### src/rtl/mul_unit.sv
// RISC-V M-extension multiply stage with two pipeline registers and valid/ready handshakes.
// Signs are stripped before the unsigned Mutiplier array and put back after the product register.
module mul_unit (
    input  logic        clk,
    input  logic        rst_n,
    input  logic        flush,
    input  logic        in_valid,
    output logic        in_ready,
    input  logic [1:0]  in_op,
    input  logic [31:0] in_a,
    input  logic [31:0] in_b,
    input  logic [4:0]  in_tag,
    output logic        out_valid,
    input  logic        out_ready,
    output logic [31:0] out_result,
    output logic [4:0]  out_tag
);

    localparam logic [1:0] OP_MUL    = 2'b00;
    localparam logic [1:0] OP_MULH   = 2'b01;
    localparam logic [1:0] OP_MULHSU = 2'b10;

    logic        s1_valid;
    logic [31:0] s1_mag_a;
    logic [31:0] s1_mag_b;
    logic        s1_neg;
    logic [1:0]  s1_op;
    logic [4:0]  s1_tag;

    logic        s2_valid;
    logic [63:0] s2_prod;
    logic        s2_neg;
    logic [1:0]  s2_op;
    logic [4:0]  s2_tag;

    logic        adv1;
    logic        adv2;
    logic        accept;
    logic        sign_a;
    logic        sign_b;
    logic [31:0] mag_a;
    logic [31:0] mag_b;
    logic [63:0] prod;
    logic [63:0] p_fix;

    assign adv2     = !s2_valid || out_ready;
    assign adv1     = !s1_valid || adv2;
    assign in_ready = adv1 && !flush;
    assign accept   = in_valid && in_ready;

    // Only operands treated as signed contribute a sign; MUL and MULHU stay unsigned.
    always_comb begin
        sign_a = 1'b0;
        sign_b = 1'b0;
        if ((in_op == OP_MULH) || (in_op == OP_MULHSU)) begin
            sign_a = in_a[31];
        end
        if (in_op == OP_MULH) begin
            sign_b = in_b[31];
        end
        mag_a = sign_a ? (~in_a + 32'd1) : in_a;
        mag_b = sign_b ? (~in_b + 32'd1) : in_b;
    end

    always_ff @(posedge clk or negedge rst_n) begin
        if (!rst_n) begin
            s1_valid <= 1'b0;
            s1_mag_a <= '0;
            s1_mag_b <= '0;
            s1_neg   <= 1'b0;
            s1_op    <= '0;
            s1_tag   <= '0;
        end else if (flush) begin
            s1_valid <= 1'b0;
        end else if (adv1) begin
            s1_valid <= accept;
            if (accept) begin
                s1_mag_a <= mag_a;
                s1_mag_b <= mag_b;
                s1_neg   <= sign_a ^ sign_b;
                s1_op    <= in_op;
                s1_tag   <= in_tag;
            end
        end
    end

    Mutiplier u_mult (
        .a    (s1_mag_a),
        .b    (s1_mag_b),
        .prod (prod)
    );

    always_ff @(posedge clk or negedge rst_n) begin
        if (!rst_n) begin
            s2_valid <= 1'b0;
            s2_prod  <= '0;
            s2_neg   <= 1'b0;
            s2_op    <= '0;
            s2_tag   <= '0;
        end else if (flush) begin
            s2_valid <= 1'b0;
        end else if (adv2) begin
            s2_valid <= s1_valid;
            if (s1_valid) begin
                s2_prod <= prod;
                s2_neg  <= s1_neg;
                s2_op   <= s1_op;
                s2_tag  <= s1_tag;
            end
        end
    end

    // Negation sits after S2 so the array alone fills the S1->S2 path; -0 wraps to 0.
    always_comb begin
        p_fix      = s2_neg ? (~s2_prod + 64'd1) : s2_prod;
        out_result = (s2_op == OP_MUL) ? p_fix[31:0] : p_fix[63:32];
    end

    assign out_valid = s2_valid;
    assign out_tag   = s2_tag;

endmodule

// Combinational 32x32 unsigned array multiplier: shifted partial products accumulated row by row.
module Mutiplier (
    input  logic [31:0] a,
    input  logic [31:0] b,
    output logic [63:0] prod
);

    always_comb begin
        prod = '0;
        for (int i = 0; i < 32; i++) begin
            if (b[i]) begin
                prod = prod + ({32'd0, a} << i);
            end
        end
    end

endmodule

### config.mk
export PLATFORM = sky130hd
export DESIGN_NAME = mul_unit
export DESIGN_NICKNAME = d
export VERILOG_FILES = /design/src/rtl/mul_unit.sv
export SDC_FILE = /design/constraint.sdc
export NUM_CORES = 2
export LEC_CHECK = 0
export CORE_MARGIN = 1.5
export CORE_UTILIZATION = 40
export DETAILED_ROUTE_END_ITERATION = 6
export GPL_ROUTABILITY_DRIVEN = 0
export PLACE_DENSITY_LB_ADDON = 0.15
export SETUP_SLACK_MARGIN = 0.05
export SYNTH_ARGS = -nofsm -noshare
export SYNTH_HDL_FRONTEND = slang
export SYNTH_HIERARCHICAL = 1
export SYNTH_SLANG_ARGS = --single-unit
### constraint.sdc
create_clock -name clk -period 134.6 [get_ports clk]
set_input_delay 26.92 -clock clk [delete_from_list [all_inputs] [get_ports clk]]
set_output_delay 26.92 -clock clk [all_outputs]
set_load 0.01 [all_outputs]
* Yosys cells after proc, flatten, opt, wreduce, memory -nomap -nowiden
Cells that the tools add are included.
Widths: inputs -> output; s select.
** Cells by class
- Bitwise operators :: 5
- $add $sub $neg :: 34
- Muxes and demuxes :: 42
- Reduce and logical (&&, ||, !) cells :: 13
- Equality and inequality tests :: 2
** Operators with widths (number)
- $mux 64 :: 32
- $mux 32 :: 4
- $add 32x1->32 const B :: 2
- $add 64x1->64 const B :: 1
- $add 64x33->64 :: 1
- $add 64x34->64 :: 1
- $add 64x35->64 :: 1
- $add 64x36->64 :: 1
- $add 64x37->64 :: 1
- $add 64x38->64 :: 1
- $add 64x39->64 :: 1
- $add 64x40->64 :: 1
- $add 64x41->64 :: 1
- $add 64x42->64 :: 1
- $add 64x43->64 :: 1
- $add 64x44->64 :: 1
- $add 64x45->64 :: 1
- $add 64x46->64 :: 1
- $add 64x47->64 :: 1
- $add 64x48->64 :: 1
- $add 64x49->64 :: 1
- $add 64x50->64 :: 1
- $add 64x51->64 :: 1
- $add 64x52->64 :: 1
- 24 further kinds :: 37
** Word-level totals
- Register bits :: 146
- Output and inout bits :: 39
- Bits of input ports :: 76
- Word-level logic and storage cells :: 107

* Logic depth before layout (Yosys ltp)
- Word-level depth :: 63
- Depth in mapped cells :: 269
- Gate-level depth less buffers :: 262

* Hierarchy
The synthesis kept the hierarchy.
** Modules (own cells, without submodules)
- Mutiplier :: times used 1, seq. area each 0.0 um2, cells each 9932, area each 66618.9 um2
- mul_unit :: times used 1, seq. area each 3653.5 um2, cells each 924, area each 8687.1 um2

* Worst setup path before layout
No wires, ideal clock.
- Path kind :: input -> output
- From :: in out_ready
- To :: out in_ready
- Path buffers :: 0
- Data arrival time :: 27.254 ns
- Stages on the path :: 2
- Slack :: 80.426 ns
- Data required time :: 107.680 ns
- Path through :: nor2b_1 > a21oi_1
** On the way
- Longest elaborated chain between the ends :: 3
** Ends and longest elaborated chain
- from (decl) :: RTL line 14 : input logic out_ready,
- $logic_or 1x1->1 :: RTL line 46 : assign adv2 = !s2_valid || out_ready;
- $logic_or 1x1->1 :: RTL line 47 : assign adv1 = !s1_valid || adv2;
- $logic_and 1x1->1 :: RTL line 48 : assign in_ready = adv1 && !flush;
- to (decl) :: RTL line 8 : output logic in_ready,
No other way between the ends.

* Worst setup path after layout
- From :: reg s1_mag_a[1]
- To :: reg s2_prod[62]
** On the way
- Longest elaborated chain between the ends :: 63
** Ends and longest elaborated chain
- from (decl) :: RTL line 24 : logic [31:0] s1_mag_a;
- from (signal assigned) :: RTL line 78 : s1_mag_a <= mag_a;
- $mux 32 :: RTL line 134 : if (b[i]) begin
- $add 64x33->64 :: RTL line 135 : prod = prod + ({32'd0, a} << i);
- $mux 64 :: RTL line 134
- $add 64x34->64 :: RTL line 135
- $mux 64 :: RTL line 134
- $add 64x35->64 :: RTL line 135
- $mux 64 :: RTL line 134
- $add 64x36->64 :: RTL line 135
- [48 not listed]
- $mux 64 :: RTL line 134
- $add 64x61->64 :: RTL line 135
- $mux 64 :: RTL line 134
- $add 64x62->64 :: RTL line 135
- $mux 64 :: RTL line 134
- $add 64x63->64 :: RTL line 135
- $mux 64 (*) :: RTL line 134
- via prod[62] :: RTL line 43 : logic [63:0] prod;
- to (signal assigned) :: RTL line 105 : s2_prod <= prod;
- to (decl) :: RTL line 31 : logic [63:0] s2_prod;
Mark *: on every way through the listed nets, which the timed path passes. The rest lies on a longest branch.
A chain may end at the register's enable or synchronous reset.

==> flow_summary.ini <==
[run_status]
outcome = finished, violations left
failed_checks = DRC, capacitance limit, slew limit

[critical_path]
reg2reg_from = s1_mag_a[1]
reg2reg_depth = 240
path_max_fanout = 20
startpoint_type = flop
end_kind = flop
cp.required_ns = 135.00
critical_path.max_stage_delay_ns = 0.95
critical_path_class = reg2reg
crit_top_cell = ha_1
cp_slowest_cell = a2111oi_0
worstReg2RegEnd = s2_prod[62]
r2r_slack_ns = 76.69
arrival_ns = 58.31

[sta]
drv_slew = 3
clock.fmax_mhz = 17.3
setup_violations = 0
finalHoldViolations = 0
fin_crit_ns = 57.91
slew_headroom = -0.0226
skew_ns = 0.0381
finalCritPeriodShare = 0.430
rsz0062_at_grt = no
tns_ns = 0
tightest_slew_ns = 1.51

[route]
firstDrtPassIters = 7
top_layer = met5
vias_per_cell = 6.62
m1WireLength_mm = 151
routed-wl-met3_mm = 40.3
wl_per_cell_um = 27.1
wl_met2_mm = 147
via_count = 88400
antenna_left = 0
wirelength_mm = 362
drc = 9
drt-initial-drc-count = 11200

[clock_network]
clockBufferDepth = 2
clock-sinks = 146
htree_levels = 4
clock_latency_ns = 0.55
cts-root-buf = clkbuf_16
cts_resized = 0
clk_pin_slew_ns = 0.08
numCtsBuffers = 17
cts_setup_buffers = 0
ctsHoldBuffers = 0
cts_tree = built

[floorplan]
initial_core_util = 0.402
chipWidth_um = 437
chipHeight_um = 437
ios = 115
core_sq_um = 187000
rows = 159
die_area_sq_um = 191000

[yosys]
seq_area_frac_synth = 0.0485
netlist_instances = 10900
synth.most_common_cell = nand2_1
avgSynthCellArea_sq_um = 6.94
synthFlopType = dfrtp_1
synth_area_sq_um = 75300
synth_area_leader_cell = ha_1
yosys-top-cells-count = 1186 x nand2_1, 1094 x ha_1, 1019 x a21oi_1
synth_edf_count = 0
synth_top_area_frac = 0.182
ys_warn_count = 6
yosys-top-cells-area = ha_1 18%, a21oi_1 6.8%, nand2_1 5.9%
ys_async_sr_fraction = 1.00
ys_ff_latch = 146
synth_fp_nets = 12100
synth_cell_types = 114

[min_path]
hp-class = reg2reg
hold_start = s1_op[1]
hold_end = s1_op[1]
min_path_cells = 2

[global_route]
first_global_vias = 78900
grt_first_pass_wirelength_mm = 521
track_usage = 0.358
grt_max_degree = 93
overflow = 0
antenna_found_initial = 27

[final_layout]
drive_gt1_frac = 0.0682
fin_nets = 12000
area_growth_pct = 6.77

[place]
post-dp-hpwl_mm = 288
port_buffers = 114

[run]
maxCapViolCount = 1
[state kept, by name, summed over array words and instances, names as in the netlist, 2 cells and up]
name      count
s1_op         2
s2_op         2
s1_mag_b     32
s2_prod      64
s1_mag_a     32
out_tag       5
s1_tag        5
[layout by cell type, fill, tap and decap left out, types with 42 or more instances in the layout]
master           instances
nand2_1               1185
ha_1                  1094
a21oi_1               1019
nor2_1                 967
o21ai_0                872
xnor2_1                478
inv_1                  434
a21o_1                 424
xor2_1                 307
o21a_1                 288
mux2_2                 249
nand3_1                228
nor3_1                 211
nand2b_1               188
buf_4                  181
a31oi_1                156
a211oi_1               152
or3_1                  130
nor2b_1                125
o31ai_1                113
clkdlybuf4s50_1        113
o21bai_1               106
and3_1                 105
and2_1                 100
mux2i_1                 98
dfrtp_1                 94
o211ai_1                92
nand4_1                 77
or2_2                   70
nor4_1                  63
a21boi_0                51
a221oi_1                48
dfrtp_2                 48
o22ai_1                 45
a22oi_1                 45
a211o_1                 44
a221o_1                 42
[per-layer routing]
metal  GRT usage  vias to the layer above
met5           0                        -
met4       0.198                       26
met3      0.0743                      872
met2       0.526                     5001
met1       0.483                    42000
li1            -                    40500
[kinds of logic after synthesis]
kind of cell,after synthesis,synth area share
compound gates,4033,0.352
buf+inv,792,0.0398
mux,347,0.0503
xor+xnor,785,0.0913
simple gates,3628,0.228
flops,146,0.0485
fa+ha+maj,1125,0.190
[critical path: cells and delay by family, from the launching register on]
kind	cells	cell delay, ns
AO/OA/AOI/OAI	101	26.76
AND/OR/NAND/NOR	69	11.91
adder cells (fa/ha/maj)	32	11.36
XOR/XNOR	24	4.24
multiplexers	6	1.70
buffers and inverters	8	1.04
flip-flops	1	0.68
[final cells by class]
cell class                 count  area [sq um]
antenna                       11          27.5
clock buffer                  21           460
clock inverter                11           118
fill                       19500        107000
inverter                     448          1680
multi-input combinational   9918         68700
sequential                   146          3730
tap                         2495          3120
timing repair buffer         300          2550
[per-stage QoR]
step	area, sq um	hold slack (ns)	std cells	setup WS [ns]	utilization
floorplan	75300	0.444	10900	80.43	-
global placement	79800	0.459	13300	79.33	0.426
detailed placement	79800	0.474	13300	78.92	0.426
CTS	80400	0.487	13300	78.68	0.429
global route	80400	0.515	13300	73.96	0.429
finish	80400	0.486	13400	76.69	0.429
[how the worst max path moves through the flow]
stage	from	to	slack, ns	cells past startpoint
after global routing	s1_mag_a[1]	s2_prod[62]	73.96	239
after detailed placement	s1_mag_a[1]	s2_prod[62]	78.92	236
after CTS	s1_mag_a[1]	s2_prod[62]	78.68	235
final	s1_mag_a[1]	s2_prod[62]	76.69	240
after floorplan	out_ready	in_ready	80.43	2
after global placement	out_ready	in_ready	79.33	4
Power is left out: the tool's default activity adds up to more than one toggle a clock period on the data nets, which glitch-free logic cannot reach.
